[src/rtl/arr_mem_fifo_pkg.sv]
// Shared types for arr_mem_fifo: two-element {x, y} entries packed into one storage word.
package arr_mem_fifo_pkg;

   localparam int unsigned ELEM_Y_W = 5;
   localparam int unsigned ELEM_W   = 1 + ELEM_Y_W;
   localparam int unsigned N_ELEM   = 2;
   localparam int unsigned WORD_W   = N_ELEM * ELEM_W;

   typedef struct packed {
      logic                x;
      logic [ELEM_Y_W-1:0] y;
   } elem_t;

   typedef elem_t [N_ELEM-1:0] elem_arr_t;
   typedef logic [WORD_W-1:0]  word_t;

   // Element i occupies bits [i*ELEM_W +: ELEM_W] with x in the lowest bit and y above it.
   function automatic word_t pack_word(elem_arr_t e);
      word_t w;
      w = '0;
      for (int i = 0; i < int'(N_ELEM); i++) begin
         w[i*ELEM_W +: ELEM_W] = {e[i].y, e[i].x};
      end
      return w;
   endfunction

   function automatic elem_arr_t unpack_word(word_t w);
      elem_arr_t e;
      e = '0;
      for (int i = 0; i < int'(N_ELEM); i++) begin
         e[i].x = w[i*ELEM_W];
         e[i].y = w[i*ELEM_W+1 +: ELEM_Y_W];
      end
      return e;
   endfunction

endpackage

[src/rtl/arr_mem_fifo_mem.sv]
// Storage array for arr_mem_fifo: synchronous write, asynchronous read, no initialisation.
module arr_mem_fifo_mem
   import arr_mem_fifo_pkg::*;
#(
   parameter int unsigned DEPTH  = 4,
   parameter int unsigned ADDR_W = $clog2(DEPTH)
) (
   input  logic              clk_i,
   input  logic              we_i,
   input  logic [ADDR_W-1:0] waddr_i,
   input  word_t             wdata_i,
   input  logic [ADDR_W-1:0] raddr_i,
   output word_t             rdata_o
);

   word_t mem_q [DEPTH];

   always_ff @(posedge clk_i) begin
      if (we_i) begin
         mem_q[waddr_i] <= wdata_i;
      end
   end

   assign rdata_o = mem_q[raddr_i];

endmodule

[src/rtl/arr_mem_fifo.sv]
// Valid/ready FIFO of two-element entries; occupancy held in COUNT, full/empty derived from it.
// Optional sticky BLOCKED output when ARR_MEM_FIFO_BLOCKED_EN is defined.
module arr_mem_fifo
   import arr_mem_fifo_pkg::*;
#(
   parameter int unsigned DEPTH  = 4,
   parameter int unsigned ADDR_W = $clog2(DEPTH)
) (
   input  logic                CLK,
   input  logic                RESET,
   input  logic                I_VALID,
   output logic                I_READY,
   input  logic                I_DATA_0_X,
   input  logic                I_DATA_1_X,
   input  logic [ELEM_Y_W-1:0] I_DATA_0_Y,
   input  logic [ELEM_Y_W-1:0] I_DATA_1_Y,
   output logic                O_VALID,
   input  logic                O_READY,
   output logic                O_DATA_0_X,
   output logic                O_DATA_1_X,
   output logic [ELEM_Y_W-1:0] O_DATA_0_Y,
   output logic [ELEM_Y_W-1:0] O_DATA_1_Y,
   output logic [ADDR_W:0]     COUNT
`ifdef ARR_MEM_FIFO_BLOCKED_EN
   ,
   output logic                BLOCKED
`endif
);

   localparam logic [ADDR_W:0] FullCount = (ADDR_W+1)'(DEPTH);

   logic [ADDR_W-1:0] wptr_d, wptr_q, rptr_d, rptr_q;
   logic [ADDR_W:0]   count_d, count_q;
   logic              push, pop;
   elem_arr_t         in_elems, head_elems;
   word_t             wdata, rdata;

   // I_READY is held low during reset so nothing is accepted on a reset edge.
   assign I_READY = !RESET && (count_q != FullCount);
   assign O_VALID = (count_q != '0);
   assign push    = I_VALID && I_READY;
   assign pop     = O_VALID && O_READY;
   assign COUNT   = count_q;

   always_comb begin
      wptr_d  = wptr_q;
      rptr_d  = rptr_q;
      count_d = count_q;
      if (push) begin
         wptr_d = wptr_q + ADDR_W'(1);
      end
      if (pop) begin
         rptr_d = rptr_q + ADDR_W'(1);
      end
      if (push && !pop) begin
         count_d = count_q + (ADDR_W+1)'(1);
      end else if (pop && !push) begin
         count_d = count_q - (ADDR_W+1)'(1);
      end
   end

   always_ff @(posedge CLK) begin
      if (RESET) begin
         wptr_q  <= '0;
         rptr_q  <= '0;
         count_q <= '0;
      end else begin
         wptr_q  <= wptr_d;
         rptr_q  <= rptr_d;
         count_q <= count_d;
      end
   end

   always_comb begin
      in_elems      = '0;
      in_elems[0].x = I_DATA_0_X;
      in_elems[0].y = I_DATA_0_Y;
      in_elems[1].x = I_DATA_1_X;
      in_elems[1].y = I_DATA_1_Y;
      wdata         = pack_word(in_elems);
      head_elems    = unpack_word(rdata);
   end

   assign O_DATA_0_X = head_elems[0].x;
   assign O_DATA_0_Y = head_elems[0].y;
   assign O_DATA_1_X = head_elems[1].x;
   assign O_DATA_1_Y = head_elems[1].y;

   arr_mem_fifo_mem #(
      .DEPTH  (DEPTH),
      .ADDR_W (ADDR_W)
   ) u_mem (
      .clk_i   (CLK),
      .we_i    (push),
      .waddr_i (wptr_q),
      .wdata_i (wdata),
      .raddr_i (rptr_q),
      .rdata_o (rdata)
   );

`ifdef ARR_MEM_FIFO_BLOCKED_EN
   logic blocked_q;

   always_ff @(posedge CLK) begin
      if (RESET) begin
         blocked_q <= 1'b0;
      end else if (I_VALID && !I_READY) begin
         blocked_q <= 1'b1;
      end
   end

   assign BLOCKED = blocked_q;
`endif

endmodule

[config.mk]
export PLATFORM = sky130hd
export DESIGN_NAME = arr_mem_fifo
export DESIGN_NICKNAME = d
export VERILOG_FILES = /design/src/rtl/arr_mem_fifo_pkg.sv /design/src/rtl/arr_mem_fifo_mem.sv /design/src/rtl/arr_mem_fifo.sv
export SDC_FILE = /design/constraint.sdc
export NUM_CORES = 1
export LEC_CHECK = 0
export ABC_AREA = 1
export ABC_CLOCK_PERIOD_IN_PS = 1700
export BUFFER_PORTS_ARGS = -buffer_cell sky130_fd_sc_hd__buf_2
export CAP_MARGIN = 20
export CORE_UTILIZATION = 50
export CTS_CLUSTER_DIAMETER = 30
export DETAILED_ROUTE_END_ITERATION = 6
export PLACE_DENSITY = 0.8
export SLEW_MARGIN = 25
export SYNTH_ARGS = -nofsm -noshare
export SYNTH_HDL_FRONTEND = slang
export SYNTH_SLANG_ARGS = --single-unit
[constraint.sdc]
create_clock -name CLK -period 1.7 [get_ports CLK]
set_input_delay 0.34 -clock CLK [delete_from_list [all_inputs] [get_ports CLK]]
set_output_delay 0.34 -clock CLK [all_outputs]
set_load 0.02 [all_outputs]
==> impl_metrics.json <==
{
  "routed_wl_mm": 4.37,
  "io_pins": 33,
  "post-route-period-util_pct": 98.3,
  "synthTopCellsByCount": "edfxtp_1 (48), nor2_1 (34), o21ai_1 (16), inv_1 (14), nand2_1 (13)",
  "startpoint_type": "flop",
  "route.detailed.drc": 0,
  "seqPwrFrac_pct": 40.4,
  "path_common_cell": "nand2_1",
  "min_period_ns": 1.67,
  "clock_skew_ns": 0.00800,
  "synth-edff-count": 48,
  "ctsHoldBuffers": 0,
  "vias": 1560,
  "arrival_ns": 1.88,
  "die_area_sq_um": 4860,
  "fmaxAchievable_mhz": 599,
  "drtIter0Drc": 103,
  "gp_congestion": 0.762,
  "power_switching_mw": 1.49,
  "gr-usage-all-layers_pct": 18.6,
  "synth.distinct_cells": 21,
  "rows": 24,
  "power.share.clock_pct": 23.4,
  "ant_nets": 0,
  "crit_family": "simple AND/OR/NAND/NOR gates",
  "antenna_found_initial": 0,
  "place_area_sq_um": 2600,
  "final_util_pct": 65.8,
  "p_leak_nw": 1.12,
  "intPower_mw": 2.87,
  "area_delta_synth_final_pct": 25.6,
  "grt_max_degree": 25,
  "crit_buf_inv": 2,
  "fill_cells": 307,
  "core_sq_um": 4380,
  "swShare_pct": 34.1,
  "ctsLongestPathBuffers": 2,
  "rsz0062_at_grt": "true",
  "synth_area_leaders": "edfxtp_1 (63%), dfxtp_1 (7.9%), nor2_1 (5.6%), o21ai_1 (3.5%), o22ai_1 (3.3%)",
  "maxCapViolations": 0,
  "clk_pin_slew_ns": 0.05,
  "rr_worst_depth": 12,
  "start_util_pct": 52.3,
  "drive_gt1_share_pct": 33.1,
  "min_path_type": "input port to flop",
  "gr-total-overflow": 0,
  "cts_tree": "built",
  "crit_type": "flop to flop",
  "power_density_nw_per_um2": 1510,
  "crit_start": "COUNT[1]",
  "synth.top_cell.area_share_pct": 62.8,
  "dieWidth_um": 69.7,
  "wl_per_cell_um": 14.7,
  "register_area_sq_um": 1630,
  "synth-async-reset-ratio_pct": 0,
  "crit_cells": 12,
  "htreeDepth": 3,
  "clock_sink_count": 57,
  "worst_ir_drop_vdd_mv": 1.05,
  "syn_area_per_cell_sq_um": 12.4,
  "clk-insertion-delay-late_ns": 0.32,
  "antenna_cells": 0,
  "combPwrFrac_pct": 36.2,
  "yosys.area.top_type": "edfxtp_1",
  "grt_pass1_vias": 1488,
  "rr_startpoint": "COUNT[1]",
  "hpwl_mm": 2.67,
  "synth.most_common_cell": "edfxtp_1",
  "tns_ns": 0,
  "grt_first_pass_wirelength_mm": 6.63,
  "viasPerCell": 5.25,
  "cpMaxStageDelayCell": "fa_2",
  "drv_slew": 0,
  "worst_pin_slew_ns": 0.201,
  "reg2reg_slack_ns": 0.03,
  "fin_area_sq_um": 2880,
  "syn-cell-area_sq_um": 2290,
  "crit_path_max_fanout": 3,
  "slew_headroom_pct": 86.5,
  "status": "complete, no violations",
  "synthCells": 185,
  "r2r_end": "COUNT[2]",
  "ys_ff_latch": 57,
  "synth_top_flop_cell": "edfxtp_1",
  "yosys_warnings": 0,
  "cts_root_buffer": "clkbuf_8",
  "worstPathRequired_ns": 1.91,
  "cp_cell_sequence": "nor2_4, nand2_2, nand2_4, ha_4, inv_4, fa_2, inv_1, nand2_1, nand3_2, nand2_1, nand2_1, nor2_1",
  "cts_inserted_buffers": 9,
  "nets": 262,
  "finalHoldViolCount": 0,
  "synthesis.nets": 207,
  "die_y_um": 69.7,
  "crit_path_max_incr_delay_ns": 0.35,
  "finalSetupViolations": 0,
  "numPortBuffers": 32,
  "critPathCaptureType": "flop",
  "drtPass1Iterations": 4,
  "multi_input_area_sq_um": 611,
  "endpoint": "COUNT[2]",
  "synth_seq_area_share_pct": 70.7
}
cells in the final DEF, fill, tap and decap left out, drive strengths merged:
cell,instances
buf,49
edfxtp,48
nor2,35
o21ai,25
inv,17
nand2,16
clkbuf,15
o22ai,12
dfxtp,9
ha,5
nand3,5
a21oi,4
clkinv,2
xor2,1
nand4,1
fa,1
cells by family (layout without fill, tap and decap cells):
family | after synthesis | count (layout) | share of synthesized area [%]
compound gates | 41 | 41 | 9.60
fa+ha+maj | 6 | 6 | 3.60
simple gates | 57 | 57 | 10.9
flops | 57 | 57 | 70.7
buf+inv | 23 | 83 | 4.85
xor+xnor | 1 | 1 | 0.382
power by group through the flow:
stage / clock network [mW] / registers [mW] / logic [mW]
global route: 1.10 / 1.77 / 1.74
CTS: 1.05 / 1.74 / 1.39
global placement: 0 / 1.75 / 1.31
floorplan: 0 / 1.81 / 0.862
detailed placement: 0 / 1.76 / 1.34
finish: 1.02 / 1.76 / 1.58
flip-flops by register name (all words and copies together) (netlist names), named ones only:
| register | count |
|---|---|
| wptr_q | 2 |
| u_mem.mem_q | 48 |
| COUNT | 3 |
| rptr_q | 2 |
routing by layer:
metal	vias to the layer above	global-route usage (%)	wire, um
met3	8	6.40	278
met2	58	30.1	2260
met5	-	0	0
li1	767	-	-
met1	727	21.9	1760
met4	0	9.56	80
worst min path at each step:
| stage | slack, ns | startpoint | endpoint | cells past startpoint |
|---|---|---|---|---|
| after global placement | 0.49 | rptr_q[0] | rptr_q[0] | 2 |
| after CTS | 0.22 | I_DATA_0_Y[1] | u_mem.mem_q[3][2] | 1 |
| after floorplan | 0.40 | RESET | COUNT[0] | 1 |
| after detailed placement | 0.49 | rptr_q[0] | rptr_q[0] | 2 |
| after global routing | 0.22 | I_DATA_0_Y[1] | u_mem.mem_q[3][2] | 1 |
| final | 0.24 | I_DATA_1_Y[2] | u_mem.mem_q[1][9] | 1 |
cell type report:
| type | count | share of cell area, % |
|---|---|---|
| tap | 52 | 2.26 |
| sequential | 57 | 56.5 |
| timing repair buffer | 50 | 11.8 |
| inverter | 17 | 2.65 |
| clock inverter | 2 | 0.260 |
| clock buffer | 14 | 5.30 |
| multi-input combinational | 105 | 21.2 |
through the flow:
step | cells | hold slack [ns] | setup slack, ns | power (mW)
final | 297 | 0.237 | 0.0293 | 4.36
after CTS | 296 | 0.219 | -0.00805 | 4.17
after global routing | 297 | 0.225 | -0.0897 | 4.61
after global placement | 279 | 0.487 | 0.0580 | 3.07
after detailed placement | 279 | 0.492 | -0.0446 | 3.10
after floorplan | 185 | 0.405 | -0.0112 | 2.67
what timing repair did:
| action | CTS | global route |
|---|---|---|
| endpoints found under the hold margin | 0 | 0 |
| pin swaps | 2 | 6 |
| endpoints found under the setup margin | 13 | 8 |
| gates resized for setup | 5 | 27 |
| cloned | 0 | 1 |
| setup buffers | 1 | 0 |
Note: power is estimated with default switching activity, not from simulation.
